`config.mk`:
```
export PLATFORM = sky130hd
export DESIGN_NAME = burst_ram
export DESIGN_NICKNAME = d
export VERILOG_FILES = /design/src/rtl/burst_ram_pkg.sv /design/src/rtl/burst_ram_array.sv /design/src/rtl/burst_ram.sv
export SDC_FILE = /design/constraint.sdc
export NUM_CORES = 1
export LEC_CHECK = 0
export CORE_MARGIN = 4
export CORE_UTILIZATION = 55
export CTS_CLUSTER_DIAMETER = 150
export CTS_CLUSTER_SIZE = 10
export DETAILED_ROUTE_END_ITERATION = 10
export HOLD_SLACK_MARGIN = 0.03
export PLACE_DENSITY = 0.73
export SETUP_SLACK_MARGIN = 0.02
export SLEW_MARGIN = 15
export SYNTH_ARGS = -nofsm -noshare
export SYNTH_HDL_FRONTEND = slang
export SYNTH_HIERARCHICAL = 1
export SYNTH_SLANG_ARGS = --single-unit
```
`constraint.sdc`:
```
create_clock -name clk -period 2.9 [get_ports clk]
set_input_delay 0.435 -clock clk [delete_from_list [all_inputs] [get_ports clk]]
set_output_delay 0.435 -clock clk [all_outputs]
set_load 0.02 [all_outputs]
```
`src/rtl/burst_ram_pkg.sv`:
```
// burst_ram_pkg: command codes, widths and one-hot state encodings shared with the cache
package burst_ram_pkg;
  localparam logic BR_CMD_READ = 1'b0;
  localparam logic BR_CMD_WRITE = 1'b1;
  localparam int BR_WORD_BITWIDTH = 64;
  localparam int BR_MASK_BITWIDTH = 8;
  localparam int BR_BURST_COUNT = 4;
  typedef enum logic [7:0] {
    ST_INIT        = 8'h01,
    ST_IDLE        = 8'h02,
    ST_READ_WAIT   = 8'h04,
    ST_READ_BURST  = 8'h08,
    ST_WRITE_BURST = 8'h10
  } br_state_e;
endpackage

```
`src/rtl/burst_ram_array.sv`:
```
// burst_ram_array: word array with byte write enables and one registered read port
module burst_ram_array
  import burst_ram_pkg::*;
#(
  parameter int DEPTH_BITWIDTH = 4
) (
  input  logic                        clk,
  input  logic                        rst_n,
  input  logic [DEPTH_BITWIDTH-1:0]   addr,
  input  logic                        we,
  input  logic [BR_MASK_BITWIDTH-1:0] be,
  input  logic [BR_WORD_BITWIDTH-1:0] wdata,
  input  logic                        re,
  output logic [BR_WORD_BITWIDTH-1:0] rdata
);
  logic [BR_WORD_BITWIDTH-1:0] mem [2**DEPTH_BITWIDTH];
  // byte-granular write; contents survive reset
  always_ff @(posedge clk) begin
    if (we)
      for (int k = 0; k < BR_MASK_BITWIDTH; k++)
        if (be[k]) mem[addr][8*k +: 8] <= wdata[8*k +: 8];
  end
  // registered read that holds its value between reads
  always_ff @(posedge clk or negedge rst_n) begin
    if (!rst_n) rdata <= '0;
    else if (re) rdata <= mem[addr];
  end
endmodule

```
`src/rtl/burst_ram.sv`:
```
// burst_ram: memory-side responder performing 4-beat read/write bursts with init and read latency
module burst_ram
  import burst_ram_pkg::*;
#(
  parameter int DEPTH_BITWIDTH = 4,
  parameter int BURST_COUNT = BR_BURST_COUNT,
  parameter int CYCLES_BEFORE_DATA_VALID = 6,
  parameter int CYCLES_BEFORE_INITIATED = 10
) (
  input  logic                        clk,
  input  logic                        rst_n,
  input  logic                        cmd,
  input  logic                        cmd_en,
  input  logic [DEPTH_BITWIDTH-1:0]   addr,
  input  logic [BR_WORD_BITWIDTH-1:0] wr_data,
  input  logic [BR_MASK_BITWIDTH-1:0] data_mask,
  output logic [BR_WORD_BITWIDTH-1:0] rd_data,
  output logic                        rd_data_ready,
  output logic                        busy
);
  localparam int BW = $clog2(BURST_COUNT + 1);
  localparam int CW = 16;
  localparam bit FAST = CYCLES_BEFORE_DATA_VALID == 1;
  br_state_e state, state_n;
  logic [CW-1:0] cnt, cnt_n;
  logic [BW-1:0] beat, beat_n;
  logic [DEPTH_BITWIDTH-1:0] base, base_n, word;
  logic we, re, is_wr;
  assign is_wr = cmd == BR_CMD_WRITE;
  // in IDLE the first beat uses the live address; later beats wrap naturally modulo the array size
  assign word = (state == ST_IDLE) ? addr : base + DEPTH_BITWIDTH'(beat);
  // the read data register is loaded one edge before each beat, so ready tracks READ_BURST exactly
  assign rd_data_ready = state == ST_READ_BURST;
  assign busy = state != ST_IDLE;
  // state, counter, beat index and latched burst address
  always_ff @(posedge clk or negedge rst_n) begin
    if (!rst_n) begin
      state <= ST_INIT;
      cnt <= '0;
      beat <= '0;
      base <= '0;
    end else begin
      state <= state_n;
      cnt <= cnt_n;
      beat <= beat_n;
      base <= base_n;
    end
  end
  // next-state and array strobes; beat 0 of a write is taken with the command
  always_comb begin
    state_n = state;
    cnt_n = cnt;
    beat_n = beat;
    base_n = base;
    we = 1'b0;
    re = 1'b0;
    case (state)
      ST_INIT: begin
        state_n = (cnt == CW'(CYCLES_BEFORE_INITIATED - 1)) ? ST_IDLE : ST_INIT;
        cnt_n = (cnt == CW'(CYCLES_BEFORE_INITIATED - 1)) ? '0 : cnt + CW'(1);
      end
      ST_IDLE: begin
        if (cmd_en) begin
          base_n = addr;
          cnt_n = '0;
          beat_n = (is_wr || FAST) ? BW'(1) : '0;
          we = is_wr;
          re = !is_wr && FAST;
          state_n = is_wr ? ST_WRITE_BURST : (FAST ? ST_READ_BURST : ST_READ_WAIT);
        end
      end
      ST_READ_WAIT: begin
        if (cnt == CW'(CYCLES_BEFORE_DATA_VALID - 2)) begin
          re = 1'b1;
          beat_n = BW'(1);
          state_n = ST_READ_BURST;
        end else cnt_n = cnt + CW'(1);
      end
      ST_READ_BURST, ST_WRITE_BURST: begin
        if (beat == BW'(BURST_COUNT)) state_n = ST_IDLE;
        else begin
          re = state == ST_READ_BURST;
          we = state == ST_WRITE_BURST;
          beat_n = beat + BW'(1);
        end
      end
      default: state_n = ST_INIT;
    endcase
  end
  burst_ram_array #(.DEPTH_BITWIDTH(DEPTH_BITWIDTH)) u_array (
    .clk(clk),
    .rst_n(rst_n),
    .addr(word),
    .we(we),
    .be(~data_mask),
    .wdata(wr_data),
    .re(re),
    .rdata(rd_data)
  );
endmodule

```
==> results of run 1 <==
[cells by family after synthesis]
kind of cell / share of synthesized area [%]
multiplexers: 12.20
AND/OR/NAND/NOR: 4.265
buffers and inverters: 2.493
flip-flops: 75.36
XOR/XNOR: 0.07987
adder cells (fa/ha/maj): 0.3024
AO/OA/AOI/OAI: 5.298
[cell usage in the layout, fill, tap and decap left out, drive strengths merged, types with 4 or more instances in the layout]
cell type	count
nor3b	6
o22ai	128
nor2	276
o21ai	53
a22o	7
nand4	4
nand2	66
a31oi	66
a2bb2oi	28
ha	9
mux2i	385
nand3	38
nor3	5
xor2	4
dfrtp	91
clkbuf	227
a21oi	9
buf	319
clkdlybuf4s50	143
mux2	5
inv	21
a221oi	37
mux4	64
nor2b	10
nand3b	4
nor4	4
and3b	4
edfxtp	1024
[layer usage]
metal	global-route usage [%]	vias up
li1	-	10900
met1	33.92	12860
met2	41.48	1246
met3	3.622	185
met4	8.372	0
met5	0	-
[cell usage after synthesis (all sizes together), types with 2 or more instances]
cell type / count
nor4: 4
or4: 3
and3: 2
mux2: 5
nor3b: 6
mux4: 64
nor3: 5
nor2b: 10
or3: 3
inv: 18
mux2i: 385
edfxtp: 1024
dfrtp: 91
a221oi: 37
a221o: 2
a22o: 7
nand3: 38
a21oi: 9
nand4: 4
a211oi: 2
buf: 97
ha: 9
o22ai: 128
nor2: 276
nand2: 66
or3b: 3
o211ai: 3
nand3b: 4
o31ai: 2
o21ai: 52
and3b: 4
o311a: 2
a31oi: 66
xor2: 4
clkbuf: 48
a2bb2oi: 28
[path summary, 6_finish.rpt]
kind                            startpoint             endpoint  slack, ns  depth (start not counted)
worst max register to register    state[4]  u_array/mem[15][40]      -0.02                         10
worst min-delay path                 rst_n    u_array/rdata[17]       0.42                          2
min in group clk                       cmd             state[2]       0.44                          2
worst min register to register     base[2]              base[2]       0.52                          1
worst max-delay path              state[4]  u_array/mem[15][40]      -0.02                         10
max in group asynchronous            rst_n             state[0]       1.59                          3
[layout make-up]
| class | instances | area (sq um) |
|---|---|---|
| Clock buffer | 225 | 3461 |
| Clock inverter | 6 | 102.6 |
| Fill cell | 4934 | 25790 |
| Inverter | 18 | 70.07 |
| Multi-Input combinational cell | 1247 | 10370 |
| Sequential cell | 1116 | 33050 |
| Tap cell | 1050 | 1314 |
| Timing Repair Buffer | 467 | 4841 |
[power by group]
group	switching, mW	internal [mW]
combinational	0.256	0.0986
clock	5.85	8.03
sequential	0	17.6
[through the flow]
step           setup TNS (ns)  cell area, sq um  util (%)
6_report             -0.07963             53210     67.36
5_1_grt                -4.333             53210     67.36
2_1_floorplan         -164.35             44040         -
4_1_cts              -0.03329             52420     66.35
3_3_place_gp           -1.564             48480     61.37
3_5_place_dp           -5.040             48480     61.37
[flip-flops by register name (all words and copies together), names as in the netlist]
signal / flops
state: 5
u_array/mem: 1024
beat: 3
cnt: 16
u_array/rdata: 64
base: 4
[repair_timing]
action	4_1_cts	5_1_grt
pin swaps	6	21
gates cloned	3	2
hold endpoints to repair	44	0
endpoints found under the setup margin	264	893
setup buffers	12	25
resized for setup	45	130
hold buffers	1	0
[critical path: stages (launching register included)]
cell,delay [ns]
dfrtp_1,0.37
or3_4,0.41
nor3b_4,0.27
inv_4,0.12
a21oi_4,0.30
buf_6,0.18
and2_4,0.23
nand3_1,0.17
buf_6,0.21
nor2_2,0.15
buf_6,0.18
==> impl_metrics.toml, run 1 <==
[pwr]
ir_worst_vdd_mv = 0.4939
power_mw = 31.81
p_leak_nw = 16.81
power_density_nw_per_um2 = 597.8

[clock_network]
clkLatencyLatePin_ns = 0.68
h-tree-depth = 3
path_clk_slew_ns = 0.06
cts_root_buf = "clkbuf_16"
cts_buffers = 121
cts_sinks = 1116
cts_tree = "done"
cts.path.max_buffers = 3

[route]
postRouteAntennaNets = 0
drtIter0Drc = 2573
vias = 25180
wl_met1_um = 41640
drt-vias-per-instance = 6.099
met3_length_um = 8757
drc = 0
avgRoutedWirePerCell_um = 26.08
first_pass_iters = 6
wl_met2_um = 53910
wirelength_um = 107700
highest_layer = "met4"

[placed_design]
gp_congestion = 0.8684
dpl.cell_count = 3855
dp_hpwl_um = 67410
place_ws_ns = -0.1343
io_buffers = 145

[cells_and_area]
nets = 3061
fin_cells = 4129
insertedDiodeCount = 0
syn_to_final_growth_pct = 21.32
drive_above_1_share_pct = 21.14

[synthesis]
synth_area_sq_um = 43860
syn-num-nets = 2615
synth_seq_cells = 1116
syn_inst = 2525
synth_area_leaders = "edfxtp_1 (70%), mux2i_1 (8.8%), dfrtp_1 (5.2%)"
ys_seq_area_share_pct = 75.36
synth_top_area_share_pct = 70.11
synth_edf_count = 1024
synth_cell_types = 64
ys_warn_count = 6
synth_largest_area_cell = "edfxtp_1"
synthArstFlopShare_pct = 8.244
synth_flop_cell = "edfxtp_1"
syn_area_per_cell_sq_um = 17.37

[sta]
worst_slack_ns = -0.01501
hold_viol = 0
slew_viol_final = 0
clock_skew_ns = 0.02283
setup_viol = 16
slew_headroom_pct = 41.87
tightest_slew_ns = 0.8720
fmax_ghz = 0.3431
rsz0062_at_grt = "true"
period_minus_slack_ns = 2.915
min_period_over_period_pct = 100.5
whs_ns = 0.4209

[global_routing]
grt_antenna_before_repair = 0
grt_max_degree = 49
grt_use_total_pct = 24.80
grt_pass1_wl_um = 158500
grt_remaining_overflow = 0
grt_pass1_vias = 25410

[flow_run]
maxCapViolations = 0

[die]
rows = 103
die_w_um = 290.4
die_area_sq_um = 84330
pin_count = 146
coreArea_sq_um = 79000
die_h_um = 290.4
start_util_pct = 55.52

[critical_path]
path_max_fanout = 8
criticalPathCategory = "reg2reg"
crit_arrival_ns = 3.29
critPathCaptureType = "flop"
cp.required_ns = 3.28
start_kind = "flop"

[status]
violations = "setup timing"
status = "finished with violations"

[hold_path]
hold_class = "in2async"
No activity file was read; power rests on OpenSTA's default activity.
==> run 2: changes to the inputs <==
--- a/config.mk
+++ b/config.mk
@@ -12,7 +12,6 @@
 export DETAILED_ROUTE_END_ITERATION = 10
 export HOLD_SLACK_MARGIN = 0.03
 export PLACE_DENSITY = 0.73
-export SETUP_SLACK_MARGIN = 0.02
 export SLEW_MARGIN = 15
 export SYNTH_ARGS = -nofsm -noshare
 export SYNTH_HDL_FRONTEND = slang
==> run 2 against run 1 <==
The flow still finishes with violations (setup timing); total power shrank 0.34%; setup slack lost 0.079 ns; sequential power barely moved; global-route usage increased by 0.32 points; hold slack got worse by 0.044 ns; design area increased by 2.5%; cell count up 0.44%; wire length increased by 4.1%; sequential share of layout area shrank 1.5 points; maximum frequency decreased by 2.6%; sequential cell count unchanged; non-clock buffer count up 25; critical path type unchanged; critical endpoint is now u_array/rdata[31]; largest cell class unchanged.
==> impl_metrics.toml, run 2 (synthesis results as in run 1) <==
[hold_path]
hold_class = "in2async"

[sta]
slew_viol_final = 0
fmax_ghz = 0.3340
tightest_slew_ns = 0.8489
slew_headroom_pct = 43.03
clock_skew_ns = 0.02838
setup_viol = 229
min_period_over_period_pct = 103.2
worst_slack_ns = -0.09398
rsz0062_at_grt = "true"
period_minus_slack_ns = 2.994
hold_viol = 0
whs_ns = 0.3772

[pwr]
p_leak_nw = 17.20
power_density_nw_per_um2 = 581.4
ir_worst_vdd_mv = 0.5809

[cells_and_area]
design_area_sq_um = 54520
syn_to_final_growth_pct = 24.32
nets = 3086
top_register = "u_array/mem"
drive_above_1_share_pct = 24.22
largest_reg_flops = 1024
seq_area_sq_um = 33050
fill_cells = 4755
final_common_cell = "edfxtp_1"
final_cell_mix = "edfxtp_1 (1024), mux2i_1 (380), nor2_1 (179)"
multi_input_area_sq_um = 10890
top_regs = "u_array/mem x1024, u_array/rdata x64, cnt x16"

[die]
rows = 103
pin_count = 146
die_area_sq_um = 84330
coreArea_sq_um = 79000
die_h_um = 290.4
die_w_um = 290.4
start_util_pct = 55.52

[critical_path]
crit_arrival_ns = 3.59
path_max_fanout = 9
cp.required_ns = 3.50
criticalPathCategory = "reg2reg"
start_kind = "flop"
crit_start = "state[0]"
r2r_cells = 14
critPathCaptureType = "flop"
reg2reg_from = "state[0]"

[global_routing]
grt_antenna_before_repair = 0
grt_pass1_vias = 25790
grt_pass1_wl_um = 160500
grt_max_degree = 57
grt_remaining_overflow = 0
grt_use_total_pct = 25.13

[route]
drc = 0
drt-vias-per-instance = 6.149
avgRoutedWirePerCell_um = 27.04
vias = 25500
first_pass_iters = 6
drtIter0Drc = 2663
postRouteAntennaNets = 0
wirelength_um = 112100

[clock_network]
cts_buffers = 121
cts_tree = "done"
cts.path.max_buffers = 3
cts_root_buf = "clkbuf_16"
cts_sinks = 1116
clkLatencyLatePin_ns = 0.68
h-tree-depth = 3
path_clk_slew_ns = 0.06

[status]
status = "finished with violations"
violations = "setup timing"

[placed_design]
io_buffers = 145
dp_hpwl_um = 66810
gp_congestion = 0.8344
place_area_sq_um = 48620
place_ws_ns = -0.2295

[flow_run]
maxCapViolations = 0
## run 2: final cells by class
cell class                      count  share of cell area, %
Timing Repair Buffer              492                  10.41
Inverter                           18                 0.1285
Multi-Input combinational cell   1247                  19.97
Clock inverter                      6                 0.2019
Tap cell                         1050                  2.409
Antenna cell                        1               0.004589
Sequential cell                  1116                  60.62
Clock buffer                      217                  6.253
## run 2: per-layer routing
layer  track usage, %  share of wire, %  up-vias
met2            41.77                50     1275
met4            9.548               4.0        0
li1                 -                 -    10950
met1            33.59                38    13020
met5                0                 0        -
met3            4.417               7.7      252
## run 2: where the power goes
group          internal, mW  total [mW]  switching, mW
Combinational        0.0979       0.356          0.258
Clock                  7.94        13.8           5.83
Sequential             17.6        17.6              0
## run 2: worst max-delay path, cell delays in order (launching register included)
cell,delay (ns)
dfstp_2,0.37
or3_4,0.40
nor3b_4,0.31
buf_6,0.17
buf_6,0.10
o21ai_4,0.09
buf_8,0.15
buf_8,0.14
buf_16,0.16
buf_12,0.15
buf_16,0.15
mux2i_1,0.15
a2bb2oi_1,0.25
nand3_1,0.12
a31oi_1,0.19
## run 2: stage by stage
step                      TNS (ns)  total power, mW  cells  utilization [%]
after detailed placement    -21.03            18.26   3864            61.55
after global routing        -54.59            32.62   4146            69.02
after global placement      -18.46            18.24   3864            61.55
after floorplan            -171.14            17.91   2525                -
after CTS                  -0.3474            31.83   4123            67.03
final                       -6.873            31.70   4147            69.02
## run 2: path summary, 6_finish.rpt
| kind | endpoint | slack, ns |
|---|---|---|
| max in group asynchronous | u_array/rdata[54] | 1.67 |
| worst min-delay path | cnt[9] | 0.38 |
| worst max-delay path | u_array/rdata[31] | -0.09 |
| worst min register to register | base[0] | 0.53 |
| min in group clk | state[2] | 0.43 |
| worst max register to register | u_array/rdata[31] | -0.09 |
## run 2: timing repair
action | 4_1_cts | 5_1_grt
hold endpoints to repair | 36 | 0
buffers inserted | 24 | 21
endpoints found under the setup margin | 471 | 696
resized for setup | 85 | 307
pin swaps | 13 | 65
gates cloned | 11 | 5
hold buffers | 1 | 0
